`src/rtl/cpu_program_loader.sv`:
```
// Boot sequencer: streams a program into byte-wide instruction memory, holds the CPU in
// reset through load and settle time, then runs it for an optional cycle budget.
module cpu_program_loader #(
    parameter int unsigned ADDR_WIDTH  = 8,
    parameter int unsigned HOLD_CYCLES = 2,
    parameter int unsigned RUN_W       = 16
) (
    input  logic                  clk,
    input  logic                  reset,
    input  logic                  start,
    input  logic                  abort,
    input  logic [ADDR_WIDTH:0]   prog_len,
    input  logic [RUN_W-1:0]      run_cycles,
    input  logic                  in_valid,
    input  logic [7:0]            in_data,
    output logic                  in_ready,
    output logic                  mem_we,
    output logic [ADDR_WIDTH-1:0] mem_addr,
    output logic [7:0]            mem_wdata,
    output logic                  cpu_reset,
    output logic                  busy,
    output logic                  done,
    output logic                  err_len,
    output logic [RUN_W-1:0]      cycle_count
);

    localparam logic [2:0] ST_IDLE = 3'd0;
    localparam logic [2:0] ST_LOAD = 3'd1;
    localparam logic [2:0] ST_HOLD = 3'd2;
    localparam logic [2:0] ST_RUN  = 3'd3;
    localparam logic [2:0] ST_STOP = 3'd4;

    localparam int unsigned HW = (HOLD_CYCLES > 1) ? $clog2(HOLD_CYCLES) : 1;
    localparam logic [HW-1:0] HOLD_LAST = HW'((HOLD_CYCLES > 0) ? HOLD_CYCLES - 1 : 0);
    localparam logic [ADDR_WIDTH:0] MAX_LEN = {1'b1, {ADDR_WIDTH{1'b0}}};

    logic [2:0]            state_q;
    logic [ADDR_WIDTH-1:0] ptr_q;
    logic [ADDR_WIDTH:0]   len_q;
    logic [RUN_W-1:0]      run_len_q;
    logic [RUN_W-1:0]      cnt_q;
    logic [HW-1:0]         hold_q;
    logic                  err_q;

    logic len_ok;
    logic xfer;
    logic last_byte;
    logic idle_like;

    always_comb begin
        len_ok    = (prog_len != '0) && !prog_len[0] && (prog_len <= MAX_LEN);
        idle_like = (state_q == ST_IDLE) || (state_q == ST_STOP);
        in_ready  = (state_q == ST_LOAD);
        // Abort and reset suppress the write in the cycle they are seen.
        xfer      = in_ready && in_valid && !abort && !reset;
        last_byte = ({1'b0, ptr_q} == (len_q - 1'b1));
        mem_we    = xfer;
        mem_addr  = xfer ? ptr_q : '0;
        mem_wdata = xfer ? in_data : '0;
        cpu_reset = (state_q != ST_RUN);
        busy      = (state_q == ST_LOAD) || (state_q == ST_HOLD) || (state_q == ST_RUN);
        done      = (state_q == ST_STOP);
        err_len   = err_q;
        cycle_count = cnt_q;
    end

    always_ff @(posedge clk) begin
        if (reset) begin
            state_q   <= ST_IDLE;
            ptr_q     <= '0;
            len_q     <= '0;
            run_len_q <= '0;
            cnt_q     <= '0;
            hold_q    <= '0;
            err_q     <= 1'b0;
        end else if (abort) begin
            state_q <= ST_IDLE;
        end else begin
            case (state_q)
                ST_IDLE, ST_STOP: begin
                    if (start && len_ok) begin
                        state_q   <= ST_LOAD;
                        len_q     <= prog_len;
                        run_len_q <= run_cycles;
                        ptr_q     <= '0;
                        cnt_q     <= '0;
                        err_q     <= 1'b0;
                    end else if (start) begin
                        err_q <= 1'b1;
                    end
                end
                ST_LOAD: begin
                    if (xfer) begin
                        ptr_q <= ptr_q + 1'b1;
                        if (last_byte) begin
                            hold_q  <= '0;
                            state_q <= (HOLD_CYCLES == 0) ? ST_RUN : ST_HOLD;
                        end
                    end
                end
                ST_HOLD: begin
                    if (hold_q == HOLD_LAST) begin
                        state_q <= ST_RUN;
                    end else begin
                        hold_q <= hold_q + 1'b1;
                    end
                end
                ST_RUN: begin
                    if (cnt_q != '1) begin
                        cnt_q <= cnt_q + 1'b1;
                    end
                    // Budget of N leaves cycle_count at N with exactly N unreset cycles.
                    if ((run_len_q != '0) && (cnt_q == run_len_q - 1'b1)) begin
                        state_q <= ST_STOP;
                    end
                end
                default: state_q <= ST_IDLE;
            endcase
        end
    end

endmodule
```
`config.mk`:
```
export PLATFORM = sky130hd
export DESIGN_NAME = cpu_program_loader
export DESIGN_NICKNAME = d
export VERILOG_FILES = /design/src/rtl/cpu_program_loader.sv
export SDC_FILE = /design/constraint.sdc
export NUM_CORES = 1
export LEC_CHECK = 0
export ABC_AREA = 1
export CORE_MARGIN = 3
export CORE_UTILIZATION = 55
export DETAILED_ROUTE_END_ITERATION = 12
export GPL_ROUTABILITY_DRIVEN = 0
export PLACE_DENSITY = 0.95
export SETUP_SLACK_MARGIN = 0.02
export SLEW_MARGIN = 10
export SYNTH_ARGS = -nofsm -noshare
export SYNTH_HDL_FRONTEND = slang
export SYNTH_SLANG_ARGS = --single-unit
export TNS_END_PERCENT = 5
```
`constraint.sdc`:
```
create_clock -name clk -period 5.4 [get_ports clk]
set_input_delay 1.08 -clock clk [delete_from_list [all_inputs] [get_ports clk]]
set_output_delay 1.08 -clock clk [all_outputs]
set_load 0.02 [all_outputs]
```
# After elaboration in Yosys (flattened, before gate mapping)

Index checks and enable logic that the tools add are counted.

Bits of input ports: 38
Register bits after elaboration: 54
Output and inout bits: 38

Bitwise operators: 1
Reductions and logical operators: 27
$add $sub $neg: 5
Magnitude comparators: 1
Equality and inequality tests: 14
Muxes and demuxes: 20

Operators by type and width:

| cell                                                                    | number |
|---|---|
| 16-bit 2-to-1 mux                                                       | 2 |
| 8-bit 2-to-1 mux                                                        | 4 |
| 16-bit case mux with 2 select lines                                     | 1 |
| 16-bit by 1-bit adder with 16-bit output, second input constant         | 1 |
| 16-bit == test                                                          | 1 |
| 16-bit inequality test, second input constant                           | 1 |
| 8-bit case mux with 2 select lines                                      | 1 |
| 16-bit nonzero test                                                     | 1 |
| 16-bit by 1-bit subtractor with 16-bit output, second input constant    | 1 |
| 3-bit 2-to-1 mux                                                        | 5 |
| 3-bit case mux with 4 select lines                                      | 1 |
| 4-bit AND reduction                                                     | 3 |
| 8-bit by 9-bit == test with 1-bit output                                | 1 |
| 9-bit <= comparator, second input constant                              | 1 |
| 9-bit nonzero test                                                      | 1 |
| 9-bit by 1-bit subtractor with 9-bit output, second input constant      | 1 |
| 8-bit by 1-bit adder with 8-bit output, second input constant           | 1 |
| 2-bit by 1-bit inequality test with 1-bit output, second input constant | 4 |
| 2-bit nonzero test                                                      | 4 |
| 1-bit logical AND                                                       | 7 |
| 3-bit by 2-bit == test with 1-bit output, second input constant         | 2 |
| 3-bit AND reduction                                                     | 2 |
| 1-bit 2-to-1 mux                                                        | 5 |
| 5-bit AND reduction                                                     | 1 |
| 11 further kinds                                                        | 16 |

# Logic depth before layout (Yosys ltp)

Gate-level depths: netlist of run 1.

Depth in word-level cells: 6
Mapped depth: 17
Mapped depth without buffers: 17

# Worst setup path after synthesis of run 1

Ideal clock, no wire load.

Path kind: input-to-output
From: in reset
To: out mem_addr[4]
Data required time: 4.320 ns
Stages on the path: 9
Arrival: 2.466 ns
Slack: 1.854 ns
Cell sequence: buf_6 -> clkinv_4 -> nand2_4 -> clkinv_4 -> nand2_2 -> nor2_1 -> inv_1 -> clkbuf_1 -> nor2_1

Longest elaborated chain between the ends: 3

RTL lines:

| what              | RTL line | source |
|---|---|---|
| start, declared   | 9        | `input logic reset,` |
| 1-bit logical NOT | 55       | `xfer = in_ready && in_valid && !abort && !reset;` |
| 1-bit logical AND | 55       |  |
| net mem_we        | 17       | `output logic mem_we,` |
| 8-bit 2-to-1 mux  | 58       | `mem_addr = xfer ? ptr_q : '0;` |
| end, declared     | 18       | `output logic [ADDR_WIDTH-1:0] mem_addr,` |

The timed path passes the listed nets, and every way through them passes these cells.

# Final worst setup path of run 1

From: in reset
To: out mem_wdata[0]

Longest elaborated chain between the ends: 3

RTL lines:

| what              | RTL line | source |
|---|---|---|
| 1-bit logical NOT | 55       |  |
| 1-bit logical AND | 55       |  |
| 8-bit 2-to-1 mux  | 59       | `mem_wdata = xfer ? in_data : '0;` |
| end, declared     | 19       | `output logic [7:0] mem_wdata,` |

No other way between the ends.

==> results of run 1 <==
[cells in the final DEF (no fill, tap or decap), types with 2 or more instances in the layout]
cell             count
o21ai_0             38
xor2_1              19
xnor2_1              8
clkinv_4             2
nor3b_1              3
clkdlybuf4s50_1     75
a31oi_1              2
ha_1                 4
nand4_1             10
a21oi_1             35
nor3_1              10
nor2_2               2
nand2_2              2
nand2_4              2
a211oi_1             2
inv_1               66
nand3_1             34
inv_2                5
nand3_2              2
nor2_4               2
nand2_1            118
clkbuf_8             6
nand3b_1             5
nor2_1             107
dfxtp_1             54
[per-layer routing]
metal  global-route usage (%)  wire [microns]
met1                     31.2            3840
met2                     47.1            4540
met3                     5.19             818
met4                     9.21             228
met5                        0               0
[cell families (layout without fill, tap and decap cells)]
kind of cell	Yosys count	after routing	synth area share (%)
xor gates and xnor gates	27	27	6.79
AOI/OAI and AO/OA	83	83	12.8
adders and majority gates	4	4	1.44
buffers and inverters	86	157	10.8
and+or+nand+nor	299	299	37.2
DFF	54	54	31.0
[flip-flops by register name (all words and copies together) (netlist names)]
register / cells
len_q: 9
state_q: 3
hold_q: 1
run_len_q: 16
err_len: 1
cycle_count: 16
ptr_q: 8
[worst paths after layout]
check / from / to / cells past startpoint
setup / recovery: reset / mem_wdata[0] / 9
hold / removal: hold_q / hold_q / 2
setup reg to reg: cycle_count[0] / cycle_count[7] / 12
hold reg to reg: hold_q / hold_q / 2
[metrics by stage]
step | worst slack [ns] | instances
2_1_floorplan | 1.85 | 553
3_3_place_gp | 0.992 | 692
3_5_place_dp | 0.880 | 692
4_1_cts | 0.863 | 699
5_1_grt | 0.679 | 699
6_report | 0.866 | 699
[report_power, final]
part	total, mW	internal [mW]	switching, mW	leakage [nW]
Sequential	0.440	0.418	0.0220	0.438
Combinational	0.306	0.118	0.188	1.34
Clock	0.279	0.149	0.131	0.0573
Total	1.03	0.685	0.340	1.84
[cell type report]
type	instances	area, sq um
clock buffer	6	82.6
timing repair buffer	75	751
tap	75	93.8
multi-input combinational	413	2030
clock inverter	1	30.0
sequential	54	1080
inverter	75	293
fill	493	1670
[worst max-delay path, stage by stage]
cell,delay [ns]
clkdlybuf4s50_1,0.75
clkinv_4,0.27
nand2_4,0.15
clkinv_4,0.06
nand2_2,0.08
nor2_1,0.07
inv_1,0.34
nor2_1,0.09
clkdlybuf4s50_1,0.55
==> metrics.cfg, run 1 <==
[detailed_routing]
viasPerCell=5.61
ant_nets=0
wl_mm=9.43
drtIter0Drc=345
drt_first_pass_iters=5
via_count=3924
wl_per_cell_microns=13.5
drcViolationCount=0

[clock_network]
clk_latency_ns=0.31
cts_root_buf=clkbuf_8
post_cts_resized=0
htree_levels=2
cts_buffers=5
cts_tree=built
cts_setup_buffers=0
cts_hold_buf=0
clkTransAtPathRegs_ns=0.10
clkSinkCount=54
clock_path_buffers=2

[sta]
setup_viol=0
skew_ns=0.0126
fin_crit_sh_pct=84.0
setup-tns-final_ns=0
finalCriticalPeriod_ns=4.53
holdWs_ns=0.494
rsz0062_at_grt=false
max-slew-margin-rel_pct=65.9
hold_viol_final=0
tightest_slew_ns=0.510
max_freq_mhz=221
finalMaxSlewViolations=0

[placed_design]
dpl_cell_area_sq_um=4240
place_hpwl_mm=7.08
port_buffers=75

[die]
initial_core_util_pct=57.8
fp.coreArea_sq_um=6030
std_cell_rows=28
dieArea_sq_um=7320
io_pins=76
die_w_microns=85.6
die_h_microns=85.6

[grt]
first_global_vias=3671
grt.overflow.total=0
grt_max_degree=40
grt_pass1_wl_mm=16.0
grt_util_all_layers_pct=26.3
antenna_found_initial=0

[logic_synthesis]
async_flop_share_pct=0
yosysUniqueCellTypes=36
synth.yosys.seq_area_share_pct=31.0
netlist.area_leader.share_pct=31.0
yosysTopAreaCell=dfxtp_1
synth.most_common_cell=nand2_1
synthTopCellsByCount=118 x nand2_1, 107 x nor2_1, 66 x inv_1, 54 x dfxtp_1, 38 x o21ai_0
synth_area_per_cell_sq_um=6.30
yosys_warnings=0
synth-edff-count=0
ys_seq_elements=54
synth_ff_type=dfxtp_1
syn_nets=595
yosys-top-cells-area=dfxtp_1 31%, nand2_1 13%, nor2_1 12%
synthCells=553
synth_area_sq_um=3480

[cells_and_area]
stdcell_area_sq_um=4360
postLayoutCoreUtil_pct=72.3
drive_gt1_share_pct=4.81
syn_to_final_growth_pct=25.1
layout.nets=666
n_antenna_cell=0

[flow_run]
drv_cap=0

[pwr]
power_mw=1.03
p_per_area_nw_per_um2=235
peakVddDrop_mv=0.157
cellLeakagePower_nw=1.84

[outcome]
status=complete, no violations

[setup_path]
end_kind=output port
rrSetupSlack_ns=2.95
critPathMaxFanout=25
cp.arrival_ns=3.45
crit_type=in -> out
crit_required_ns=4.32
crit_path_start_kind=primary input

[worst_hold_path]
hold_class=reg -> reg

Power figures use the tool's default switching activity.
==> run 2, diff against run 1 <==
--- a/config.mk
+++ b/config.mk
@@ -7,10 +7,10 @@
 export LEC_CHECK = 0
 export ABC_AREA = 1
 export CORE_MARGIN = 3
-export CORE_UTILIZATION = 55
+export CORE_UTILIZATION = 46
 export DETAILED_ROUTE_END_ITERATION = 12
 export GPL_ROUTABILITY_DRIVEN = 0
-export PLACE_DENSITY = 0.95
+export PLACE_DENSITY = 0.88
 export SETUP_SLACK_MARGIN = 0.02
 export SLEW_MARGIN = 10
 export SYNTH_ARGS = -nofsm -noshare
==> constraint.sdc (replaced) <==
create_clock -name clk -period 3.8 [get_ports clk]
set_input_delay 0.76 -clock clk [delete_from_list [all_inputs] [get_ports clk]]
set_output_delay 0.76 -clock clk [all_outputs]
set_load 0.02 [all_outputs]
==> run 2 against run 1 <==
Clock skew fell by 0.0014 ns. Sequential power up 42%. Clock power grew 39%. First-iteration DRC count is 54% lower. Die area is 18% higher. Via count decreased by 4.5%. Critical path depth did not move. Setup slack got worse by 0.56 ns. Design area increased by 0.78%. Register-to-register slack got worse by 1.6 ns. Sequential cell count did not move. Global-route usage shrank 4.7 points. Critical endpoint is now mem_addr[2]. Highest routed layer unchanged.
==> metrics.cfg, run 2 (same netlist as run 1, synthesis figures left out) <==
[outcome]
status=complete, no violations

[worst_hold_path]
hp-start=hold_q
hold_class=reg -> reg

[die]
fp.coreArea_sq_um=7290  ; +21%
initial_core_util_pct=47.8  ; -10 points
die_w_microns=93.0  ; +8.7%
std_cell_rows=31  ; +11%
die_h_microns=93.0  ; +8.7%
io_pins=76  ; unchanged
dieArea_sq_um=8650  ; +18%

[detailed_routing]
viasPerCell=5.17  ; -7.9%
drtIter0Drc=159  ; -54%
ant_nets=0  ; unchanged
drcViolationCount=0  ; unchanged
drt_first_pass_iters=5  ; unchanged
wl_per_cell_microns=12.7  ; -5.7%
wl_mm=9.22  ; -2.2%
via_count=3749  ; -4.5%

[sta]
skew_ns=0.0112  ; -0.00142 ns
hold_viol_final=0  ; unchanged
setup_viol=0  ; unchanged
holdWs_ns=0.481  ; -0.0127 ns
tightest_slew_ns=0.526  ; +0.0151 ns
rsz0062_at_grt=false
fin_crit_sh_pct=91.9
fin_ws_ns=0.307  ; -0.559 ns
finalMaxSlewViolations=0  ; unchanged
max-slew-margin-rel_pct=64.9  ; -1.0 points
setup-tns-final_ns=0  ; unchanged
max_freq_mhz=286
finalCriticalPeriod_ns=3.49

[pwr]
p_int_mw=0.957  ; +40%
switchingPower_mw=0.485  ; +43%
peakVddDrop_mv=0.184  ; +18%
power_mw=1.44  ; +41%
pwr-share-comb_pct=29.6  ; -0.2 points
seq_power_share_pct=43.4  ; +0.4 points
cellLeakagePower_nw=1.84  ; +0.31%
swShare_pct=33.6  ; +0.45 points
p_per_area_nw_per_um2=328  ; +40%
clkPwrFrac_pct=27.0  ; -0.2 points

[clock_network]
clkTransAtPathRegs_ns=0.10  ; about the same
cts_root_buf=clkbuf_8
cts_buffers=5  ; unchanged
clock_path_buffers=2  ; unchanged
clkSinkCount=54  ; unchanged
htree_levels=2  ; unchanged
cts_tree=built
cts_hold_buf=0  ; unchanged
clk_latency_ns=0.32  ; about the same

[placed_design]
place_ws_ns=0.203  ; -0.677 ns
dpl_cell_area_sq_um=4280  ; +0.88%
dp_cells=717  ; +3.6%
port_buffers=75  ; unchanged
place_hpwl_mm=7.23  ; +2.2%

[cells_and_area]
drive_gt1_share_pct=5.27  ; +0.46 points
postLayoutCoreUtil_pct=60.2  ; -12 points
fillCellCount=688  ; +40%
final_common_cell=nand2_1
seqCellArea_sq_um=1080  ; unchanged
layout.nets=667  ; +0.15%
final_cells=725  ; +3.7%
n_antenna_cell=0  ; unchanged
stdcell_area_sq_um=4390  ; +0.78%
multi_input_area_sq_um=2030  ; unchanged
syn_to_final_growth_pct=26.1
mostFrequentLayoutCells=118 x nand2_1, 107 x nor2_1, 75 x clkdlybuf4s50_1, 65 x inv_1, 54 x dfxtp_1

[grt]
met1_usage_pct=23.6  ; -7.6 points
use_met2_pct=41.0  ; -6.1 points
grt_util_all_layers_pct=21.6  ; -4.7 points
antenna_found_initial=0  ; unchanged
grtUsageMet3_pct=3.70  ; -1.5 points
grt.overflow.total=0  ; unchanged
grt_max_degree=40  ; unchanged
first_global_vias=3643  ; -0.76%
busiest_layer=met2
grt_pass1_wl_mm=15.4  ; -3.5%

[setup_path]
timing.rr.start=cycle_count[0]
crit_path_start_kind=primary input
crit_required_ns=3.04  ; -1.28 ns
end_kind=output port
cp_top_family=buffers and inverters
critPathMaxFanout=25  ; unchanged
startpoint=reset
crit_chain=clkdlybuf4s50_1 > clkinv_4 > nand2_4 > clkinv_4 > nand2_2 > nor2_1 > inv_2 > nor2_1 > clkdlybuf4s50_1
cp_slowest_stage_delay_ns=0.62  ; -0.13 ns
cp.arrival_ns=2.73  ; -0.72 ns
crit_buf_inv=5  ; unchanged
crit_type=in -> out
rrSetupSlack_ns=1.33  ; -1.62 ns
cp_slowest_cell=clkdlybuf4s50_1

[flow_run]
drv_cap=0  ; unchanged

[run 2: per-layer routing]
metal  routed length [microns]  up-vias
met4                       252        0
met5                         0        -
met1                      3780     1708
li1                          -     1900
met3                       580       23
met2                      4610      118
[run 2: power groups by stage]
| stage | logic [mW] | registers, mW | clock network, mW |
|---|---|---|---|
| detailed placement | 0.422 | 0.638 | 0 |
| floorplan | 0.315 | 0.633 | 0 |
| CTS | 0.425 | 0.625 | 0.393 |
| finish | 0.427 | 0.626 | 0.389 |
| global placement | 0.406 | 0.637 | 0 |
| global route | 0.488 | 0.631 | 0.416 |
[run 2: worst reg2reg max path, cell delays in order (launching register included)]
cell and delay [ns]:
dfxtp_1 0.54, ha_1 0.26, nand2_1 0.13, nor3_2 0.30
nand3_1 0.15, o21ai_1 0.15, nand2_1 0.07, nand3_2 0.27
inv_2 0.16, nand2_1 0.14, o21ai_0 0.09, nand2_1 0.07
nor2_1 0.04
[run 2: final timing paths]
kind,to,cells after the start
hold / removal,hold_q,2
setup / recovery,mem_addr[2],9
setup reg to reg,cycle_count[7],12
hold reg to reg,hold_q,2
[run 2: area by class of cell]
type	count	share of cell area [%]
clock buffer	5	1.57
clock inverter	3	0.912
inverter	75	6.67
multi-input combinational	413	46.1
sequential	54	24.6
tap	99	2.82
timing repair buffer	76	17.3
[run 2: what timing repair did]
item | in CTS | in global routing
buffers inserted | 0 | 0
resized for setup | 0 | 1
setup endpoints to repair | 0 | 1
